===== config.mk =====
export PLATFORM = sky130hd
export DESIGN_NAME = pc_sequencer
export DESIGN_NICKNAME = d
export VERILOG_FILES = /design/src/rtl/pc_sequencer.sv
export SDC_FILE = /design/constraint.sdc
export NUM_CORES = 1
export LEC_CHECK = 0
export CAP_MARGIN = 10
export CELL_PAD_IN_SITES_DETAIL_PLACEMENT = 2
export CELL_PAD_IN_SITES_GLOBAL_PLACEMENT = 2
export CORE_ASPECT_RATIO = 1.75
export CORE_UTILIZATION = 28
export CTS_CLUSTER_DIAMETER = 80
export CTS_CLUSTER_SIZE = 10
export DETAILED_ROUTE_END_ITERATION = 8
export PLACE_DENSITY_LB_ADDON = 0.1
export SYNTH_ARGS = -nofsm -noshare
export SYNTH_HDL_FRONTEND = slang
export SYNTH_SLANG_ARGS = --single-unit

===== constraint.sdc =====
create_clock -name clk -period 18.3 [get_ports clk]
set_clock_uncertainty 0.15 [all_clocks]
set_input_delay 4.575 -clock clk [delete_from_list [all_inputs] [get_ports clk]]
set_output_delay 4.575 -clock clk [all_outputs]
set_load 0.02 [all_outputs]

===== src/rtl/pc_sequencer.sv =====
// Program-counter stage with next-PC selection and a run / single-step / fault sequencer.
// The commit strobe qualifies every architectural write of the current instruction.
module pc_sequencer #(
    parameter logic [31:0] RESET_PC   = 32'h0000_0000,
    parameter int          IMEM_DEPTH = 64
) (
    input  logic        clk,
    input  logic        reset,
    input  logic        step_mode,
    input  logic        step_req,
    input  logic        Branch,
    input  logic        BranchNE,
    input  logic        Jump,
    input  logic        jumpRA,
    input  logic        zero,
    input  logic [31:0] imm_ext,
    input  logic [25:0] jump_index,
    input  logic [31:0] rs_data,
    output logic [31:0] pc,
    output logic [31:0] pc_plus4,
    output logic        commit,
    output logic        paused,
    output logic [1:0]  fault_code,
    output logic [31:0] retired
);

    localparam logic [31:0] IMEM_BYTES = 32'(4 * IMEM_DEPTH);

    typedef enum logic [1:0] {
        RUN   = 2'd0,
        PAUSE = 2'd1,
        FAULT = 2'd2
    } state_t;

    state_t      state;
    logic [31:0] next_pc;
    logic [31:0] pc_offset;
    logic        misaligned;
    logic        out_of_range;
    logic        bad;
    logic        wants_commit;

    always_comb begin
        pc_plus4 = pc + 32'd4;
        next_pc  = pc_plus4;
        if (jumpRA) begin
            next_pc = rs_data;
        end else if (Jump) begin
            next_pc = {pc_plus4[31:28], jump_index, 2'b00};
        end else if ((Branch & zero) | (BranchNE & ~zero)) begin
            next_pc = pc_plus4 + (imm_ext << 2);
        end
    end

    // Offset from RESET_PC is unsigned, so targets below the base wrap high and fail the bound.
    always_comb begin
        pc_offset    = next_pc - RESET_PC;
        misaligned   = (next_pc[1:0] != 2'b00);
        out_of_range = (pc_offset >= IMEM_BYTES);
        bad          = misaligned | out_of_range;
    end

    always_comb begin
        wants_commit = 1'b0;
        case (state)
            RUN:     wants_commit = ~step_mode;
            PAUSE:   wants_commit = step_mode & step_req;
            default: wants_commit = 1'b0;
        endcase
        commit = wants_commit & ~bad;
        paused = (state == PAUSE);
    end

    always_ff @(posedge clk) begin
        if (reset) begin
            state      <= RUN;
            pc         <= RESET_PC;
            retired    <= 32'd0;
            fault_code <= 2'b00;
        end else begin
            case (state)
                RUN: begin
                    if (step_mode) begin
                        state <= PAUSE;
                    end
                end
                PAUSE: begin
                    if (!step_mode) begin
                        state <= RUN;
                    end
                end
                default: state <= FAULT;
            endcase
            // A would-be commit with a bad target locks the sequencer until reset.
            if (wants_commit) begin
                if (bad) begin
                    state      <= FAULT;
                    fault_code <= misaligned ? 2'b01 : 2'b10;
                end else begin
                    pc      <= next_pc;
                    retired <= retired + 32'd1;
                end
            end
        end
    end

endmodule


Word-level counts from Yosys, hierarchy flattened
Cells that the tools add are included.

cells by class
  add/sub/neg operators = 3
  order comparisons = 1
  multiplexer cells = 10
  eq/ne operators = 1
  bitwise operators = 9
  reductions and logical operators = 4

operators with widths
  operator                                               count
  two-way mux 32 bit                                     3
  adder 32 x 1 -> 32 bit (second input constant)         1
  adder 32 x 3 -> 32 bit (second input constant)         1
  adder 32 bit                                           1
  >= comparator 32 x 9 -> 1 bit (second input constant)  1
  two-way mux 2 bit                                      5
  bitwise AND 1 bit                                      4
  one-hot mux 2 bit (2 select lines)                     1
  AND reduction 2 bit                                    2
  inverter 1 bit                                         3
  == test 2 x 1 -> 1 bit (second input constant)         1
  zero test 2 bit                                        1
  OR 1 bit                                               2
  one-hot mux 1 bit (2 select lines)                     1
  nonzero test 2 bit                                     1

storage, ports and cells
  register bits after elaboration = 68
  word-level logic and storage cells = 32
  output and inout bits = 100

Logic depth before layout (Yosys ltp)
  depth after elaboration = 10
  gate-level depth with buffers = 21
  gate-level depth less buffers = 17

Worst setup path before layout
OpenSTA, ideal clock, no wires.

  path type = input to output
  start = input port imm_ext[0]
  end = output port commit
  stages = 12
  data arrival time = 7.619 ns
  path buffers = 1
  slack = 5.956 ns
  cell sequence = ha_1 > fa_1 > a211oi_1 > o21bai_1 > a31o_1 > a21oi_1 > xnor2_1 > nor4b_1 > o31ai_1 > a2111o_1 > nor2_1 > clkbuf_1

between the ends
  cells in the longest elaborated chain, start to end = 8

ends and longest elaborated chain
  item                           RTL line  text
  start: declaration             16        input logic [31:0] imm_ext,
  adder 32 bit                   51        next_pc = pc_plus4 + (imm_ext << 2);
  two-way mux 32 bit             50        end else if ((Branch & zero) | (BranchNE & ~zero)) begin
  two-way mux 32 bit             48        end else if (Jump) begin
  two-way mux 32 bit             46        if (jumpRA) begin
  >= comparator 32 x 9 -> 1 bit  59        out_of_range = (pc_offset >= IMEM_BYTES);
  OR 1 bit                       60        bad = misaligned | out_of_range;
  inverter 1 bit (no line)       -
  bitwise AND 1 bit              70        commit = wants_commit & ~bad;
  end: declaration               21        output logic commit,

No other way between the ends.

Final worst setup path
  start = input port imm_ext[14]
  end = output port commit

Same word-level chain as after synthesis.

==> flow_summary.json <==
{
  "fin_setup_tns_ns": 0,
  "final.period_utilization": 0.784,
  "detailed_place_hpwl_mm": 24.5,
  "power_leakage_nw": 3.09,
  "cts_tree": "done",
  "row_count": 72,
  "setup_viol_count_final": 0,
  "die_area_um2": 23200,
  "insertion_delay_ns": 0.33,
  "buffer_ports.inserted": 196,
  "timing.slew.headroom": 0.233,
  "grt_pass1_wl_mm": 46.5,
  "maxSlewViolCount": 0,
  "insertedDiodeCount": 0,
  "grt_remaining_overflow": 0,
  "routed-via-count": 7514,
  "critical_path.startpoint": "imm_ext[14]",
  "layout-drive-gt1-share": 0.0538,
  "flow.area_growth_from_synthesis_pct": 39.2,
  "finalWorstPathRequiredPeriod_ns": 14.35,
  "postCtsSetupRepairBufs": 0,
  "yosys_warnings": 0,
  "synth-seq-cells": 68,
  "gpl.final_weighted_congestion": 0.946,
  "dr.pass1.iters": 6,
  "reg2reg_from": "pc[5]$_SDFFE_PP0P_",
  "design_power_total_mw": 0.384,
  "syn-mean-instance-area_um2": 7.57,
  "avgRoutedWirePerCell_um": 23.3,
  "num-nets-final": 1135,
  "grt_max_degree": 84,
  "synth_nets": 969,
  "clockRootBuffer": "sky130_fd_sc_hd__clkbuf_16",
  "synth_edf_count": 0,
  "critical_path_class": "in2out",
  "synth.yosys.seq_area_share": 0.216,
  "drtAntennaViolNets": 0,
  "fmax_mhz": 69.7,
  "crit_path_max_fanout": 53,
  "crit_arrival_ns": 9.62,
  "boundaryPins": 199,
  "finalInstanceArea_um2": 8780,
  "timing.reg2reg.setup_slack_ns": 11.62,
  "core_area_um2": 22100,
  "numClockSinks": 68,
  "clkSlewWorstSetupHoldPaths_ns": 0.06,
  "hold_violations": 0,
  "crit-reg2reg-capture": "fault_code[1]$_SDFFE_PP0P_",
  "first_iter_violations": 272,
  "rsz0062_at_grt": "false",
  "tightest_slew_ns": 1.15,
  "irDropWorstVdd_mv": 0.0538,
  "start_kind": "input pin",
  "finish.cell_count_without_fillers": 1300,
  "post_cts.resized_instances": 0,
  "global_router_s_overall_resource_usage": 0.262,
  "wl_mm": 30.3,
  "rr_worst_depth": 16,
  "cap_viol_max_count": 0,
  "netlist-cell-type-count": 70,
  "critical_path_sink_type": "primary output",
  "netlist_area_um2": 6310,
  "timing.hold.worst_endpoint": "retired[9]$_SDFFE_PP0P_",
  "cts_buffers": 9,
  "start_util": 0.286,
  "die_span_y_um": 201,
  "async_flop_share": 0,
  "cts_hold_repair_buffers": 0,
  "worst_hold_startpoint": "retired[9]$_SDFFE_PP0P_",
  "postSynth.topFlopCell": "sky130_fd_sc_hd__dfxtp_1",
  "dominant_cells_by_area_after_synthesis": "sky130_fd_sc_hd__dfxtp_1 (22%), sky130_fd_sc_hd__ha_1 (6.9%), sky130_fd_sc_hd__a21oi_1 (5.8%), sky130_fd_sc_hd__xnor2_1 (4.0%), sky130_fd_sc_hd__nand2_1 (3.9%)",
  "cellPowerDensity_nw_per_um2": 43.7,
  "required_ns": 13.58,
  "clock_path_buffers": 2,
  "worst_hold_path_type": "reg2reg",
  "synth_largest_area_cell": "sky130_fd_sc_hd__dfxtp_1",
  "number_of_antenna_violations_at_the_first_check_in_global_routing": 0,
  "outcome": "completed",
  "grt_pass1_vias": 8061,
  "detail_route.drc_violations": 0,
  "tightest_hold_margin_ns": 0.352,
  "cell_count_after_placement": 1285,
  "htree_num_levels": 3,
  "detailed_place.area_um2": 8510,
  "postSynthCellCount": 834,
  "die_width_um": 115,
  "netlist.area_leader.share": 0.216,
  "worstHoldPathCells": 2,
  "viasPerCell": 5.78
}
==> through the flow <==
step | util | setup WS [ns]
after CTS | 0.398 | 4.01
after global routing | 0.398 | 3.83
after global placement | 0.386 | 4.10
final | 0.398 | 3.95
after detailed placement | 0.386 | 4.03
after floorplan | - | 5.96
==> worst max-delay path, stage by stage <==
cell and delay (ns):
sky130_fd_sc_hd__clkdlybuf4s50_1 0.41, sky130_fd_sc_hd__ha_1 0.44, sky130_fd_sc_hd__nand4_1 0.36, sky130_fd_sc_hd__nor2_1 0.47, sky130_fd_sc_hd__o2111a_1 0.38, sky130_fd_sc_hd__a2111oi_0 0.12
sky130_fd_sc_hd__a211oi_1 0.44, sky130_fd_sc_hd__nor4b_1 0.33, sky130_fd_sc_hd__o31ai_1 0.18, sky130_fd_sc_hd__a2111o_1 0.44, sky130_fd_sc_hd__buf_4 0.30, sky130_fd_sc_hd__nor2_2 0.14
sky130_fd_sc_hd__buf_4 0.33, sky130_fd_sc_hd__clkdlybuf4s50_1 0.68
==> power breakdown <==
part           switching, mW  internal, mW  leakage [nW]
Combinational         0.0414        0.0353          2.41
Sequential          0.000588         0.149         0.548
Clock                 0.0602        0.0979         0.135
Total                  0.102         0.282          3.09
==> area by class of cell <==
type                            instances  area [um^2]
Clock buffer                           13          260
Timing Repair Buffer                  207         2040
Multi-Input combinational cell        698         4680
Tap cell                              296          370
Sequential cell                        68         1360
Inverter                               16         60.1
Fill cell                            2545        13300
Clock inverter                          2         10.0
==> registers in the layout (all words and copies together) (netlist names) <==
signal / count
fault_code: 2
state: 2
pc: 32
retired: 32
==> synth_stat cells, types with 5 or more instances <==
cell and n:
sky130_fd_sc_hd__o22ai_1 6, sky130_fd_sc_hd__nor2b_1 17, sky130_fd_sc_hd__nand3_1 45, sky130_fd_sc_hd__and3_1 17, sky130_fd_sc_hd__nor3b_1 26, sky130_fd_sc_hd__buf_2 5
sky130_fd_sc_hd__nor4_1 11, sky130_fd_sc_hd__ha_1 35, sky130_fd_sc_hd__mux2_2 16, sky130_fd_sc_hd__o21ai_0 28, sky130_fd_sc_hd__nand2_1 65, sky130_fd_sc_hd__nor3_1 27
sky130_fd_sc_hd__o211ai_1 10, sky130_fd_sc_hd__and2_1 10, sky130_fd_sc_hd__clkbuf_1 44, sky130_fd_sc_hd__and4_1 15, sky130_fd_sc_hd__o21a_1 7, sky130_fd_sc_hd__xor2_1 14
sky130_fd_sc_hd__nor2_1 56, sky130_fd_sc_hd__mux2i_1 10, sky130_fd_sc_hd__or3_1 7, sky130_fd_sc_hd__a31oi_1 9, sky130_fd_sc_hd__nand4_1 30, sky130_fd_sc_hd__dfxtp_1 68
sky130_fd_sc_hd__or4_1 22, sky130_fd_sc_hd__inv_1 15, sky130_fd_sc_hd__a211oi_1 12, sky130_fd_sc_hd__nand2b_1 8, sky130_fd_sc_hd__o31ai_1 23, sky130_fd_sc_hd__a21o_1 6
sky130_fd_sc_hd__xnor2_1 29, sky130_fd_sc_hd__a21oi_1 73
==> cells by family after synthesis <==
group	synth area share
AOI/OAI and AO/OA	0.239
and+or+nand+nor	0.326
xor gates and xnor gates	0.0597
DFF	0.216
buffers and inverters	0.0426
muxes	0.0444
adders and majority gates	0.0726
==> placed cells by master (no fill, tap or decap), drive strengths merged, types with 26 or more instances in the layout <==
cell type / count
nor3: 27
ha: 35
nand3: 45
a21oi: 73
nand2: 65
nor2: 56
xnor2: 29
o21ai: 28
clkdlybuf4s50: 195
nor3b: 26
dfxtp: 68
nand4: 30
==> worst max path at each step <==
stage,slack (ns),cells after the start,endpoint
after floorplan,5.96,12,commit
after detailed placement,4.03,14,commit
after CTS,4.01,14,commit
final,3.95,14,commit
after global placement,4.10,14,commit
after global routing,3.83,14,commit
==> layer usage <==
metal | routed length (um) | vias to the layer above | global-route usage
met5 | 0 | - | 0
met4 | 1160 | 0 | 0.113
met3 | 1230 | 47 | 0.0290
met2 | 16900 | 203 | 0.520
met1 | 11000 | 3746 | 0.264
li1 | - | 3518 | -
Power figures use the tool's default switching activity.
